==> src/rtl/softmax_seq_pkg.sv <==
// Shared configuration for the sequential softmax block: default vector
// geometry, fixed-point format, exponent lookup table and FSM encodings.
package softmax_seq_pkg;

    // Default vector geometry and fixed-point format
    localparam int ARRAYWIDTH          = 4;
    localparam int OUTPUT_BUF_DATASIZE = 32;
    localparam int FIXPOINT_INT        = 22;
    localparam int FIXPOINT_FRAC       = 10;
    localparam int SOFTMAX_LUT_DEPTH   = 8;

    // Width of one exp LUT entry (Q.10, largest entry is 1.0 = 1024)
    localparam int EXP_LUT_W = 11;

    // FSM state encodings
    localparam logic [2:0] ST_IDLE = 3'd0;
    localparam logic [2:0] ST_BYP  = 3'd1;
    localparam logic [2:0] ST_MAX  = 3'd2;
    localparam logic [2:0] ST_EXP  = 3'd3;
    localparam logic [2:0] ST_DIV  = 3'd4;
    localparam logic [2:0] ST_DONE = 3'd5;

    // round(1024 * e^-d) for d = 0..7; the table holds eight entries, so
    // any index beyond it reads as zero.
    function automatic logic [EXP_LUT_W-1:0] exp_lut(input logic [3:0] idx);
        case (idx)
            4'd0:    exp_lut = 11'd1024;
            4'd1:    exp_lut = 11'd377;
            4'd2:    exp_lut = 11'd139;
            4'd3:    exp_lut = 11'd51;
            4'd4:    exp_lut = 11'd19;
            4'd5:    exp_lut = 11'd7;
            4'd6:    exp_lut = 11'd3;
            4'd7:    exp_lut = 11'd1;
            default: exp_lut = 11'd0;
        endcase
    endfunction

endpackage

==> src/rtl/softmax_div_seq.sv <==
// Restoring unsigned divider. One cycle loads the operands, then Q_W
// iterations each resolve one quotient bit from the MSB down, so a full
// division takes Q_W+1 cycles. done pulses for one cycle with the quotient,
// which then holds until the next start. The caller guarantees that the
// quotient fits in Q_W bits.
module softmax_div_seq #(
    parameter int DVD_W = 21,
    parameter int DVS_W = 13,
    parameter int Q_W   = 11
) (
    input  logic             clk,
    input  logic             rst,
    input  logic             start,
    input  logic [DVD_W-1:0] dividend,
    input  logic [DVS_W-1:0] divisor,
    output logic             busy,
    output logic             done,
    output logic [Q_W-1:0]   quotient
);

    localparam int DSH_W = DVS_W + Q_W - 1;
    localparam int CMP_W = (DSH_W > DVD_W) ? DSH_W : DVD_W;
    localparam int CNT_W = $clog2(Q_W) + 1;

    logic [CMP_W-1:0] rem_r;
    logic [CMP_W-1:0] dsh_r;
    logic [Q_W-1:0]   q_r;
    logic [CNT_W-1:0] cnt_r;
    logic             busy_r;
    logic             done_r;
    logic             fits_s;
    logic [CMP_W-1:0] diff_s;
    logic             last_s;

    // Trial subtraction of the shifted divisor; keep the remainder if it would go negative
    always_comb begin
        if (rem_r >= dsh_r) begin
            fits_s = 1'b1;
            diff_s = rem_r - dsh_r;
        end else begin
            fits_s = 1'b0;
            diff_s = rem_r;
        end
    end

    assign last_s = (cnt_r == CNT_W'(Q_W - 1));

    // Load on start, then iterate one quotient bit per cycle
    always_ff @(posedge clk or negedge rst) begin
        if (!rst) begin
            rem_r  <= '0;
            dsh_r  <= '0;
            q_r    <= '0;
            cnt_r  <= '0;
            busy_r <= 1'b0;
            done_r <= 1'b0;
        end else if (start && !busy_r) begin
            rem_r  <= CMP_W'(dividend);
            dsh_r  <= CMP_W'(divisor) << (Q_W - 1);
            q_r    <= '0;
            cnt_r  <= '0;
            busy_r <= 1'b1;
            done_r <= 1'b0;
        end else if (busy_r) begin
            rem_r  <= diff_s;
            q_r    <= {q_r[Q_W-2:0], fits_s};
            dsh_r  <= dsh_r >> 1;
            cnt_r  <= cnt_r + CNT_W'(1);
            busy_r <= !last_s;
            done_r <= last_s;
        end else begin
            done_r <= 1'b0;
        end
    end

    assign busy     = busy_r;
    assign done     = done_r;
    assign quotient = q_r;

endmodule

==> src/rtl/softmax_seq.sv <==
// Sequential, handshaked softmax over one vector of LANES signed integers.
// Softmax path: max scan, LUT exponent with accumulation, then one shared
// restoring divider per lane. Bypass path converts each integer to
// INT_W.FRAC_W fixed point with saturation.
// Optional build macro SOFTMAX_TEMP_EN adds a temp_shift[1:0] input that
// right-shifts the LUT distance (a softer distribution); without it the
// shift is zero.
module softmax_seq
    import softmax_seq_pkg::*;
#(
    parameter int LANES     = ARRAYWIDTH,
    parameter int IN_W      = OUTPUT_BUF_DATASIZE,
    parameter int INT_W     = FIXPOINT_INT,
    parameter int FRAC_W    = FIXPOINT_FRAC,
    parameter int LUT_DEPTH = SOFTMAX_LUT_DEPTH
) (
    input  logic                              clk,
    input  logic                              rst,
    input  logic                              softmax_en,
`ifdef SOFTMAX_TEMP_EN
    input  logic [1:0]                        temp_shift,
`endif
    input  logic                              in_valid,
    output logic                              in_ready,
    input  logic [LANES*IN_W-1:0]             Xi,
    output logic                              out_valid,
    input  logic                              out_ready,
    output logic [LANES*(INT_W+FRAC_W)-1:0]   out
);

    localparam int OUT_W     = INT_W + FRAC_W;
    localparam int LANE_W    = (LANES > 1) ? $clog2(LANES) : 1;
    localparam int E_W       = FRAC_W + 1;
    localparam int SUM_W     = FRAC_W + $clog2(LANES) + 1;
    localparam int DIST_W    = IN_W + 1;
    localparam int Q_W       = FRAC_W + 1;
    localparam int DVD_W     = E_W + FRAC_W;
    localparam int SLOT_W    = $clog2(FRAC_W + 2);

    localparam logic [LANE_W-1:0] LANE_LAST   = LANE_W'(LANES - 1);
    localparam logic [SLOT_W-1:0] SLOT_LAST   = SLOT_W'(FRAC_W + 1);
    localparam logic [DIST_W-1:0] LUT_DEPTH_V = DIST_W'(LUT_DEPTH);

    logic [2:0]               state_r;
    logic signed [IN_W-1:0]   x_r [LANES];
    logic [1:0]               shift_r;
    logic [LANE_W-1:0]        lane_r;
    logic [LANE_W-1:0]        div_lane_r;
    logic [SLOT_W-1:0]        slot_r;
    logic signed [IN_W-1:0]   max_r;
    logic [E_W-1:0]           exp_r [LANES];
    logic [SUM_W-1:0]         sum_r;
    logic [OUT_W-1:0]         res_r [LANES];
    logic [LANES*OUT_W-1:0]   out_r;
    logic                     out_valid_r;
    logic                     in_ready_r;

    logic                     accept_s;
    logic [1:0]               shift_in_s;
    logic signed [IN_W-1:0]   cur_x_s;
    logic [DIST_W-1:0]        dist_s;
    logic [DIST_W-1:0]        idx_s;
    logic [E_W-1:0]           e_s;
    logic                     div_start_s;
    logic                     div_busy_s;
    logic                     div_done_s;
    logic [Q_W-1:0]           div_q_s;
    logic [OUT_W-1:0]         res_cur_s [LANES];
    logic [LANES*OUT_W-1:0]   out_next_s;

`ifdef SOFTMAX_TEMP_EN
    assign shift_in_s = temp_shift;
`else
    assign shift_in_s = 2'b00;
`endif

    // Integer to fixed point with saturation when the value leaves the INT_W signed range
    function automatic logic [OUT_W-1:0] to_fixed(input logic signed [IN_W-1:0] v);
        logic fits;
        fits = (v[IN_W-1:INT_W-1] == {(IN_W-INT_W+1){v[IN_W-1]}});
        if (fits) begin
            to_fixed = {v[INT_W-1:0], {FRAC_W{1'b0}}};
        end else if (v[IN_W-1]) begin
            to_fixed = {1'b1, {(OUT_W-1){1'b0}}};
        end else begin
            to_fixed = {1'b0, {(OUT_W-1){1'b1}}};
        end
    endfunction

    assign accept_s = in_valid && in_ready_r && (state_r == ST_IDLE);
    assign cur_x_s  = x_r[lane_r];

    // Distance to the max is taken one bit wider so it can never wrap negative
    assign dist_s = {max_r[IN_W-1], max_r} - {cur_x_s[IN_W-1], cur_x_s};
    assign idx_s  = dist_s >> shift_r;

    // Exponent lookup; distances past the table end contribute nothing
    always_comb begin
        if (idx_s < LUT_DEPTH_V) begin
            e_s = E_W'(exp_lut(idx_s[3:0]));
        end else begin
            e_s = '0;
        end
    end

    // Each lane owns a FRAC_W+2 slot in DIV; the divider is started in slot 0
    assign div_start_s = (state_r == ST_DIV) && (slot_r == '0) && !div_busy_s;

    softmax_div_seq #(
        .DVD_W (DVD_W),
        .DVS_W (SUM_W),
        .Q_W   (Q_W)
    ) u_div (
        .clk      (clk),
        .rst      (rst),
        .start    (div_start_s),
        .dividend ({exp_r[lane_r], {FRAC_W{1'b0}}}),
        .divisor  (sum_r),
        .busy     (div_busy_s),
        .done     (div_done_s),
        .quotient (div_q_s)
    );

    // Result view that already includes a quotient finishing this cycle (the last lane lands in DONE)
    always_comb begin
        for (int i = 0; i < LANES; i++) begin
            if (div_done_s && (div_lane_r == LANE_W'(i))) begin
                res_cur_s[i] = {{(OUT_W-Q_W){1'b0}}, div_q_s};
            end else begin
                res_cur_s[i] = res_r[i];
            end
        end
    end

    // Pack per-lane results, lane 0 in the LSBs
    always_comb begin
        out_next_s = '0;
        for (int i = 0; i < LANES; i++) begin
            out_next_s[i*OUT_W +: OUT_W] = res_cur_s[i];
        end
    end

    // Control FSM and datapath registers
    always_ff @(posedge clk or negedge rst) begin
        if (!rst) begin
            state_r     <= ST_IDLE;
            shift_r     <= 2'b00;
            lane_r      <= '0;
            div_lane_r  <= '0;
            slot_r      <= '0;
            max_r       <= '0;
            sum_r       <= '0;
            out_r       <= '0;
            out_valid_r <= 1'b0;
            in_ready_r  <= 1'b1;
            for (int i = 0; i < LANES; i++) begin
                x_r[i]   <= '0;
                exp_r[i] <= '0;
                res_r[i] <= '0;
            end
        end else begin
            if (div_done_s) begin
                res_r[div_lane_r] <= {{(OUT_W-Q_W){1'b0}}, div_q_s};
            end
            case (state_r)
                ST_IDLE: begin
                    if (accept_s) begin
                        for (int i = 0; i < LANES; i++) begin
                            x_r[i] <= Xi[i*IN_W +: IN_W];
                        end
                        shift_r    <= shift_in_s;
                        lane_r     <= '0;
                        slot_r     <= '0;
                        in_ready_r <= 1'b0;
                        state_r    <= softmax_en ? ST_MAX : ST_BYP;
                    end else begin
                        in_ready_r <= 1'b1;
                    end
                end
                ST_BYP: begin
                    for (int i = 0; i < LANES; i++) begin
                        res_r[i] <= to_fixed(x_r[i]);
                    end
                    state_r <= ST_DONE;
                end
                ST_MAX: begin
                    if ((lane_r == '0) || (cur_x_s > max_r)) begin
                        max_r <= cur_x_s;
                    end else begin
                        max_r <= max_r;
                    end
                    if (lane_r == LANE_LAST) begin
                        lane_r  <= '0;
                        state_r <= ST_EXP;
                    end else begin
                        lane_r <= lane_r + LANE_W'(1);
                    end
                end
                ST_EXP: begin
                    exp_r[lane_r] <= e_s;
                    if (lane_r == '0) begin
                        sum_r <= SUM_W'(e_s);
                    end else begin
                        sum_r <= sum_r + SUM_W'(e_s);
                    end
                    if (lane_r == LANE_LAST) begin
                        lane_r  <= '0;
                        slot_r  <= '0;
                        state_r <= ST_DIV;
                    end else begin
                        lane_r <= lane_r + LANE_W'(1);
                    end
                end
                ST_DIV: begin
                    if (slot_r == '0) begin
                        div_lane_r <= lane_r;
                    end
                    if (slot_r == SLOT_LAST) begin
                        slot_r <= '0;
                        if (lane_r == LANE_LAST) begin
                            state_r <= ST_DONE;
                        end else begin
                            lane_r <= lane_r + LANE_W'(1);
                        end
                    end else begin
                        slot_r <= slot_r + SLOT_W'(1);
                    end
                end
                ST_DONE: begin
                    if (!out_valid_r) begin
                        out_r       <= out_next_s;
                        out_valid_r <= 1'b1;
                    end else if (out_ready) begin
                        out_valid_r <= 1'b0;
                        in_ready_r  <= 1'b1;
                        state_r     <= ST_IDLE;
                    end else begin
                        out_valid_r <= 1'b1;
                    end
                end
                default: begin
                    state_r     <= ST_IDLE;
                    out_valid_r <= 1'b0;
                    in_ready_r  <= 1'b1;
                end
            endcase
        end
    end

    assign in_ready  = in_ready_r;
    assign out_valid = out_valid_r;
    assign out       = out_r;

endmodule

==> config.mk <==
export PLATFORM = sky130hd
export DESIGN_NAME = softmax_seq
export DESIGN_NICKNAME = d
export VERILOG_FILES = /design/src/rtl/softmax_seq_pkg.sv /design/src/rtl/softmax_div_seq.sv /design/src/rtl/softmax_seq.sv
export SDC_FILE = /design/constraint.sdc
export NUM_CORES = 1
export LEC_CHECK = 0
export BUFFER_PORTS_ARGS = -buffer_cell sky130_fd_sc_hd__buf_2
export CELL_PAD_IN_SITES_DETAIL_PLACEMENT = 0
export CELL_PAD_IN_SITES_GLOBAL_PLACEMENT = 1
export CORE_MARGIN = 4
export CORE_UTILIZATION = 48
export CTS_BUF_LIST = sky130_fd_sc_hd__clkbuf_2
export CTS_CLUSTER_SIZE = 10
export DETAILED_ROUTE_END_ITERATION = 12
export PLACE_DENSITY_LB_ADDON = 0.1
export SLEW_MARGIN = 20
export SYNTH_ARGS = -nofsm -noshare
export SYNTH_HDL_FRONTEND = slang
export SYNTH_SLANG_ARGS = --single-unit
==> constraint.sdc <==
create_clock -name clk -period 8.8 [get_ports clk]
set_input_delay 1.76 -clock clk [delete_from_list [all_inputs] [get_ports clk]]
set_output_delay 1.76 -clock clk [all_outputs]
set_load 0.05 [all_outputs]
==> impl_metrics.yaml <==
global_route:
  grt_max_degree: 167
  grt_overflow: 0
  antenna_found_initial: 4
  grt.busiest_layer: "met2"
  gr-usage-met2: 0.436
  use_met1: 0.369
  grt_usage: 0.271
  grt_pass1_vias: 21900
  met3_usage: 0.0588
  grt_pass1_wl_mm: 126
floorplanning:
  io_pins: 263
  die_w_um: 245
  dieArea_um2: 59900
  start_util: 0.487
  core_region_area_um2: 55300
  chipHeight_um: 245
  rows: 86
detailed_routing:
  drt_pre_antenna_iters: 5
  drc: 0
  ant_nets: 0
  drt_wl_total_mm: 80.9
  drt_iter0_markers: 1389
  post_drt_wl_per_cell_um: 21.0
  avgViaCountPerCell: 5.63
  via_count: 21700
placed_design:
  gp_congestion: 0.902
  dp_hpwl_mm: 59.1
  io_buffers: 262
  dpl-instance-area_um2: 28900
clocking:
  cts_hold_buffers: 0
  cts_tree: "done"
  clkTransAtPathRegs_ps: 100
  htree_levels: 4
  clock_latency_ps: 1290
  cts_root_buffer: "clkbuf_2"
  cts_resized: 0
  cts_buffers: 145
  clock_sinks: 542
  clock_path_buffers: 3
  cts_setup_buffers: 0
setup_path:
  cp_slowest_cell: "dfrtp_2"
  critPathTopFamily: "simple AND/OR/NAND/NOR gates"
  cp.required_ps: 9900
  cp.arrival_ps: 8820
  endpoint_kind: "register"
  cp.buffers_inverters: 1
  critPathKind: "register to register"
  worst-path-max-fanout: 25
  cpMostUsedCell: "o21ai_0"
  critPathMaxStageDelay_ps: 930
  worst_setup_path_start_kind: "register"
logic_synthesis:
  netlist.area_leader.share: 0.503
  yosysWarnings: 0
  syn_inst: 2728
  yosys-top-cells-area: "dfrtp_1 50%, o21ai_0 6.5%, nand2_1 6.3%"
  synth-edff-count: 0
  ys_seq_elements: 542
  syn_avg_cell_area_um2: 9.87
  synth_cell_types: 78
  synth_top_area_cell: "dfrtp_1"
  synth_nets: 2942
  async_reset_ff_frac: 1.00
  syn_area_um2: 26900
  dominantRegCellSynth: "dfrtp_1"
  yosysSeqAreaShare: 0.504
sta:
  relSlewSlack: 0.301
  hold_slack_ps: 475
  tightestPinTransition_ps: 1050
  hold_viol: 0
  setup_tns_ps: 0
  fin_crit_sh: 0.877
  period_needed_ps: 7720
  setup_viol: 0
  max_freq_mhz: 130
  finalMaxSlewViolations: 0
  rsz0062_at_grt: "false"
  skew_ps: 158
power_and_ir_drop:
  vdd_drop_max_uv: 274
  powerDensity_nw_per_um2: 444
  p_seq_frac: 0.333
  p_sw_frac: 0.497
  p_leak_uw: 0.0146
  clockPowerShare: 0.140
  netSwitchingPower_uw: 6690
  internal_power_uw: 6760
  comb_power_share: 0.527
flow_run:
  maxCapViolCount: 0
layout:
  finalInstanceArea_um2: 30300
  drive_gt1_frac: 0.230
  final_nets: 3210
  postLayoutCoreUtil: 0.547
  synthToLayoutAreaGrowth_pct: 12.5
worst_hold_path:
  hp-class: "input pin to async pin"
run_status:
  status: "finished clean"
## placed cells by master (no fill, tap or decap), types with 24 or more instances in the layout
cell and n:
clkbuf_2 213, o31ai_1 45, mux4_2 41, ha_1 78
mux2_2 115, dfrtp_1 538, o21ai_0 348, clkinv_1 24
buf_4 30, buf_2 261, xnor2_1 25, nand3_1 107
nand2_1 448, nor2_1 93, inv_1 109, mux2i_1 78
nor3_1 25, a21oi_1 200
## flip-flops by register name, indices dropped and copies added, names as in the netlist, 2 cells and up
signal and flops:
res_r 128, u_div.rem_r 23, exp_r 36, div_lane_r 2, u_div.cnt_r 5, u_div.dsh_r 23
slot_r 4, u_div.quotient 11, x_r 128, sum_r 13, max_r 32, out 128
state_r 3, lane_r 2
## path summary, 6_finish.rpt
kind                       cells past startpoint  slack [ps]      start        endpoint
setup / recovery                              25        1080  lane_r[0]       sum_r[12]
hold / removal                                 1         480        rst  u_div.dsh_r[0]
setup reg to reg                              25        1080  lane_r[0]       sum_r[12]
hold reg to reg                                2         480   in_ready        in_ready
max in group asynchronous                      2        6850        rst      u_div.busy
min in group clk                               2         480   in_ready        in_ready
## Yosys cell counts, types with 50 or more instances
cell,count
a21oi_1,200
clkbuf_1,153
dfrtp_1,541
ha_1,78
inv_1,109
mux2_2,115
mux2i_1,78
nand2_1,449
nand3_1,108
nor2_1,94
o21ai_0,348
o31ai_1,50
## area by class of cell
type	instances	area, µm²
inverter	109	409
clock buffer	213	1070
timing repair buffer	295	1610
sequential	542	13600
antenna	7	17.5
multi-input combinational	1903	12300
clock inverter	37	324
tap	748	936
fill	5175	25000
## per-layer routing
metal,wire length [µm],share of wire,up-vias
met1,36100,0.45,10700
li1,-,-,10300
met3,4690,0.058,124
met2,38300,0.47,620
met5,0,0,-
met4,1890,0.023,0
## logic make-up (layout without fill, tap and decap cells)
family	after synthesis	in the layout	share of synthesized area
muxes	234	234	0.111
other	0	7	0
and+or+nand+nor	806	806	0.134
buffers and inverters	283	654	0.0414
xor gates and xnor gates	39	39	0.0127
DFF	542	542	0.504
adders and majority gates	81	81	0.0385
AOI/OAI and AO/OA	743	743	0.158
## power groups by stage
stage / Sequential (µW) / Combinational (µW) / Clock [µW]
after floorplan: 4920 / 4430 / 0
after global placement: 4480 / 7030 / 0
after detailed placement: 4520 / 7080 / 0
after CTS: 4460 / 7110 / 1950
after global routing: 4590 / 7800 / 2080
final: 4480 / 7090 / 1880
## per-stage QoR
step | setup WS (ps) | instances | total power (µW)
CTS | 985 | 3847 | 13500
finish | 1080 | 3854 | 13400
floorplan | 1340 | 2728 | 9350
global route | 262 | 3851 | 14500
detailed placement | 1060 | 3597 | 11600
global placement | 1190 | 3597 | 11500
Note: power is estimated with default switching activity, not from simulation.
